$ cat src/rtl/bkm_csd_pkg.sv
// Shared definitions for the CSD (canonic signed digit) datapath blocks.
// Digit pair encoding is {s,d} with value d - s; 2'b11 is never produced.
package bkm_csd_pkg;

  localparam logic [1:0] CSD_ZERO = 2'b00;
  localparam logic [1:0] CSD_POS  = 2'b01;
  localparam logic [1:0] CSD_NEG  = 2'b10;

  typedef enum logic [1:0] {
    IDLE = 2'd0,
    BUSY = 2'd1,
    DONE = 2'd2
  } csd_state_e;

endpackage

$ cat src/rtl/bin2csd_cell.sv
// One Reitwiesner recoding step: given bit x_i, lookahead bit x_{i+1} and the
// incoming carry c_i, produce CSD digit i and carry c_{i+1}.
//   c_{i+1} = floor((x_i + x_{i+1} + c_i) / 2)   (majority of the three bits)
//   digit_i = x_i + c_i - 2*c_{i+1}
// The digit is nonzero exactly when x_i ^ c_i; its sign is then set by c_{i+1}.
module bin2csd_cell
  import bkm_csd_pkg::*;
(
  input  logic       x_i,
  input  logic       x_ip1,
  input  logic       c_i,
  output logic [1:0] digit,
  output logic       c_o
);

  logic odd;

  assign odd = x_i ^ c_i;
  assign c_o = (x_i & x_ip1) | (x_i & c_i) | (x_ip1 & c_i);

  // Select the digit code from parity and outgoing carry.
  always_comb begin
    digit = CSD_ZERO;
    if (odd) digit = c_o ? CSD_NEG : CSD_POS;
  end

endmodule

$ cat src/rtl/bin2csd_ser.sv
// Sequential two's-complement to CSD converter, R digits per clock.
// Handshakes: a transfer happens on a rising edge where valid and ready are
// both high; in_ready and out_valid are registers, and x is sampled only at
// the input transfer while y stays constant for the whole of DONE.
// Optional feature: define BIN2CSD_NZ_COUNT_EN to add port nz, the number of
// nonzero digits in y (valid with out_valid).
module bin2csd_ser
  import bkm_csd_pkg::*;
#(
  parameter int W = 64,
  parameter int R = 4
) (
  input  logic                     clk,
  input  logic                     rst_n,
  input  logic                     in_valid,
  output logic                     in_ready,
  input  logic [W-1:0]             x,
  output logic                     out_valid,
  input  logic                     out_ready,
  output logic [2*W-1:0]           y,
`ifdef BIN2CSD_NZ_COUNT_EN
  output logic [$clog2(W+1)-1:0]   nz,
`endif
  output logic [1:0]               dbg_state
);

  localparam int STEPS = W / R;
  localparam int CW    = $clog2(STEPS + 1);
  localparam logic [CW-1:0] LAST = CW'(STEPS - 1);

  if (R < 1 || R > W || (W % R) != 0) begin : g_bad_params
    $error("bin2csd_ser: R must divide W and satisfy 1 <= R <= W");
  end

  csd_state_e     state;
  logic [W-1:0]   xs;
  logic           carry;
  logic [CW-1:0]  cnt;

  // xs_ext[W] is the sign copy, so the last cell of the final chunk sees x_W.
  logic [W:0]     xs_ext;
  logic [R:0]     cc;
  logic [2*R-1:0] chunk;
  logic [2*W-1:0] chunk_wide;
  logic [2*W-1:0] y_next;
  logic [W-1:0]   xs_next;

  assign xs_ext     = {xs[W-1], xs};
  assign cc[0]      = carry;
  assign chunk_wide = (2*W)'(chunk);
  assign y_next     = (y >> (2*R)) | (chunk_wide << (2*(W-R)));
  assign xs_next    = W'($signed(xs) >>> R);
  assign dbg_state  = state;

  for (genvar j = 0; j < R; j++) begin : g_cell
    bin2csd_cell u_cell (
      .x_i   (xs_ext[j]),
      .x_ip1 (xs_ext[j+1]),
      .c_i   (cc[j]),
      .digit (chunk[2*j +: 2]),
      .c_o   (cc[j+1])
    );
  end

  // Control FSM plus the operand/result shift registers and carry.
  always_ff @(posedge clk) begin
    if (!rst_n) begin
      state     <= IDLE;
      in_ready  <= 1'b1;
      out_valid <= 1'b0;
      y         <= '0;
      xs        <= '0;
      carry     <= 1'b0;
      cnt       <= '0;
    end else begin
      case (state)
        IDLE: begin
          if (in_valid) begin
            xs       <= x;
            carry    <= 1'b0;
            cnt      <= '0;
            y        <= '0;
            in_ready <= 1'b0;
            state    <= BUSY;
          end
        end
        BUSY: begin
          xs    <= xs_next;
          y     <= y_next;
          carry <= cc[R];
          cnt   <= cnt + CW'(1);
          if (cnt == LAST) begin
            out_valid <= 1'b1;
            state     <= DONE;
          end
        end
        DONE: begin
          if (out_ready) begin
            out_valid <= 1'b0;
            in_ready  <= 1'b1;
            state     <= IDLE;
          end
        end
        default: begin
          state     <= IDLE;
          in_ready  <= 1'b1;
          out_valid <= 1'b0;
        end
      endcase
    end
  end

`ifdef BIN2CSD_NZ_COUNT_EN
  localparam int NZW = $clog2(W + 1);
  localparam int NZC = $clog2(R + 1);

  logic [NZC-1:0] chunk_nz;

  // Count the nonzero digits produced by this cycle's chunk.
  always_comb begin
    chunk_nz = '0;
    for (int j = 0; j < R; j++) begin
      chunk_nz = chunk_nz + NZC'(chunk[2*j +: 2] != CSD_ZERO);
    end
  end

  // Accumulate the nonzero-digit count across the BUSY cycles.
  always_ff @(posedge clk) begin
    if (!rst_n) begin
      nz <= '0;
    end else if (state == IDLE && in_valid) begin
      nz <= '0;
    end else if (state == BUSY) begin
      nz <= nz + NZW'(chunk_nz);
    end
  end
`endif

endmodule

$ cat config.mk
export PLATFORM = sky130hd
export DESIGN_NAME = bin2csd_ser
export DESIGN_NICKNAME = d
export VERILOG_FILES = /design/src/rtl/bkm_csd_pkg.sv /design/src/rtl/bin2csd_cell.sv /design/src/rtl/bin2csd_ser.sv
export SDC_FILE = /design/constraint.sdc
export NUM_CORES = 1
export LEC_CHECK = 0
export ABC_AREA = 1
export CAP_MARGIN = 10
export CORE_MARGIN = 5
export CORE_UTILIZATION = 35
export DETAILED_ROUTE_END_ITERATION = 12
export PLACE_DENSITY_LB_ADDON = 0.12
export SLEW_MARGIN = 20
export SYNTH_ARGS = -nofsm -noshare
export SYNTH_HDL_FRONTEND = slang
export SYNTH_SLANG_ARGS = --single-unit
$ cat constraint.sdc
create_clock -name clk -period 5.12 [get_ports clk]
set_input_delay 0.512 -clock clk [delete_from_list [all_inputs] [get_ports clk]]
set_output_delay 0.512 -clock clk [all_outputs]
set_load 0.03 [all_outputs]
==> impl_metrics.ini <==
[setup_path]
crit_type = register to register
arrival_ns = 2.85
endpoint_kind = register
cp_max_fo = 4
cp.required_ns = 5.55
worst_setup_path_start_kind = register
r2r_cells = 18

[floorplan]
ioPinCount = 200
die_y_microns = 161.1
num_rows = 55
dieArea_sq_mm = 0.02594
core_area_sq_mm = 0.02257
start_util_pct = 35.39
chipWidth_microns = 161.1

[placed_design]
portBuffers = 199
post_dp_cell_area_sq_mm = 0.01010
dpl.cell_count = 1551
gp_congestion = 0.7526
dp_hpwl_mm = 13.67

[timing]
fin_crit_sh_pct = 47.37
post-route-min-period_ns = 2.426
setup_viol = 0
final_hold_viol_count = 0
relSlewSlack_pct = 40.22
worstMarginPinSlew_ns = 0.8967
final_max_slew_viol_count = 0
max_freq_mhz = 412.3
clock-skew-final_ns = 0.009182
setup_tns_ns = 0
rsz0062_at_grt = false

[min_path]
hold_class = register to register
holdPathStages = 2

[routing]
drc = 0
drtIter0Drc = 383
wirelength_mm = 21.49
drtAntennaViolNets = 0
wire_per_inst_microns = 13.50
vias = 7269
first_pass_iters = 5
via_per_inst = 4.566

[global_route]
antenna_found_initial = 0
grt_usage_pct = 15.70
grt_pass1_vias = 6662
grt_max_degree = 153
grt_first_pass_wirelength_mm = 34.69
grt_remaining_overflow = 0

[status]
status = completed

[clocking]
htree_levels = 1
clk_pin_slew_ns = 0.06
insertion_delay_ns = 0.50
clk_path_buf_depth = 3
holdBufCountCts = 0
cts_resized = 0
cts_setup_buffers = 0
numCtsBuffers = 23
cts_tree = built
clock_sinks = 202
cts_root_buffer = clkbuf_16

[logic_synthesis]
synth-seq-cells = 202
ys_warn_count = 0
avgSynthCellArea_sq_um = 7.081
ys_seq_area_share_pct = 50.63
ys_types = 20
netlist_area_sq_mm = 0.007988
synth_fp_nets = 1202
synthCells = 1128

[pwr]
power_density_mw_per_mm2 = 337.9
ir_drop_mv = 0.1881
power_leakage_nw = 4.334
power_mw = 3.686

[layout]
areaGrowthSynthToFinish_pct = 36.56
final_layout_size_suffix_gt1_share_pct = 4.285
diodes = 0
instances_no_fill = 1592
nNetsFinal = 1365
fin_area_sq_mm = 0.01091

[flow_run]
cap_violations = 0
==> registers in the layout, summed over array words and instances, names as in the netlist <==
signal	count
carry	1
cnt	5
dbg_state	2
in_ready	1
out_valid	1
xs	64
y	128
==> critical path, cell delays in order (launching register included) <==
cell     delay (ns)
dfxtp_1        0.33
ha_1           0.20
inv_1          0.10
nand3_1        0.12
ha_1           0.19
inv_1          0.09
nand3_1        0.10
nand2_1        0.09
inv_1          0.04
ha_1           0.16
inv_1          0.08
nand3_1        0.10
nand2_1        0.09
inv_1          0.04
ha_1           0.26
inv_1          0.03
nor2_1         0.13
nand3_1        0.09
a21oi_1        0.11
==> cells in the mapped netlist, drive strengths merged <==
| library cell | count | area [sq um] |
|---|---|---|
| a21oi | 135 | 675.7 |
| buf | 50 | 244.0 |
| clkbuf | 19 | 71.32 |
| dfxtp | 202 | 4044 |
| ha | 6 | 75.07 |
| inv | 142 | 533.0 |
| nand2 | 358 | 1346 |
| nand3 | 11 | 60.06 |
| nor2 | 82 | 315.3 |
| nor3 | 59 | 295.3 |
| o21a | 1 | 7.510 |
| o21ai | 62 | 314.1 |
| or2 | 1 | 6.260 |
==> report_power, final <==
| part | internal [mW] | switching (mW) | leakage [nW] |
|---|---|---|---|
| clock network | 1.06 | 0.640 | 0.402 |
| logic | 0.123 | 0.206 | 2.29 |
| registers | 1.63 | 0.0284 | 1.64 |
==> cells in the final DEF (no fill, tap or decap), types with 2 or more instances in the layout <==
master,count
nor2_1,81
o21ai_0,61
a21oi_1,135
nand2_1,357
ha_1,6
inv_1,139
clkdlybuf4s50_1,198
inv_2,2
nand3_1,10
clkbuf_8,13
clkbuf_16,23
buf_4,7
clkbuf_1,2
nor3_1,59
dfxtp_1,202
==> final timing paths <==
path	slack (ns)	to	from
hold / removal	0.44	out_valid	out_valid
hold reg to reg	0.44	out_valid	out_valid
setup / recovery	2.69	y[127]	carry
setup reg to reg	2.69	y[127]	carry
==> routing by layer <==
layer  global-route usage (%)  routed length (microns)
met5                        0                        0
met4                    3.296                      320
met3                    3.062                     1073
met2                    25.86                    10030
met1                    21.55                    10060
==> logic make-up (layout without fill, tap and decap cells) <==
kind of cell / Yosys count / count (layout) / synth area share, %
flops: 202 / 202 / 50.63
fa+ha+maj: 6 / 6 / 0.9398
simple gates: 511 / 511 / 25.33
compound gates: 198 / 198 / 12.48
buf+inv: 211 / 390 / 10.62
==> final cells by class <==
cell class | instances | area, sq um
clock inverter | 3 | 47.55
timing repair buffer | 207 | 2059
tap | 285 | 356.6
fill | 2348 | 11660
multi-input combinational | 715 | 3103
inverter | 142 | 535.5
sequential | 202 | 4044
clock buffer | 38 | 762.0
==> stage by stage <==
step	hold slack (ns)	setup WS [ns]	utilization [%]
final	0.4445	2.694	48.33
after global routing	0.4571	2.433	48.33
after CTS	0.4504	2.684	48.33
after detailed placement	0.4397	2.688	44.74
after global placement	0.4376	2.773	44.74
after floorplan	0.4445	2.902	-
(Power assumes the default switching activity.)
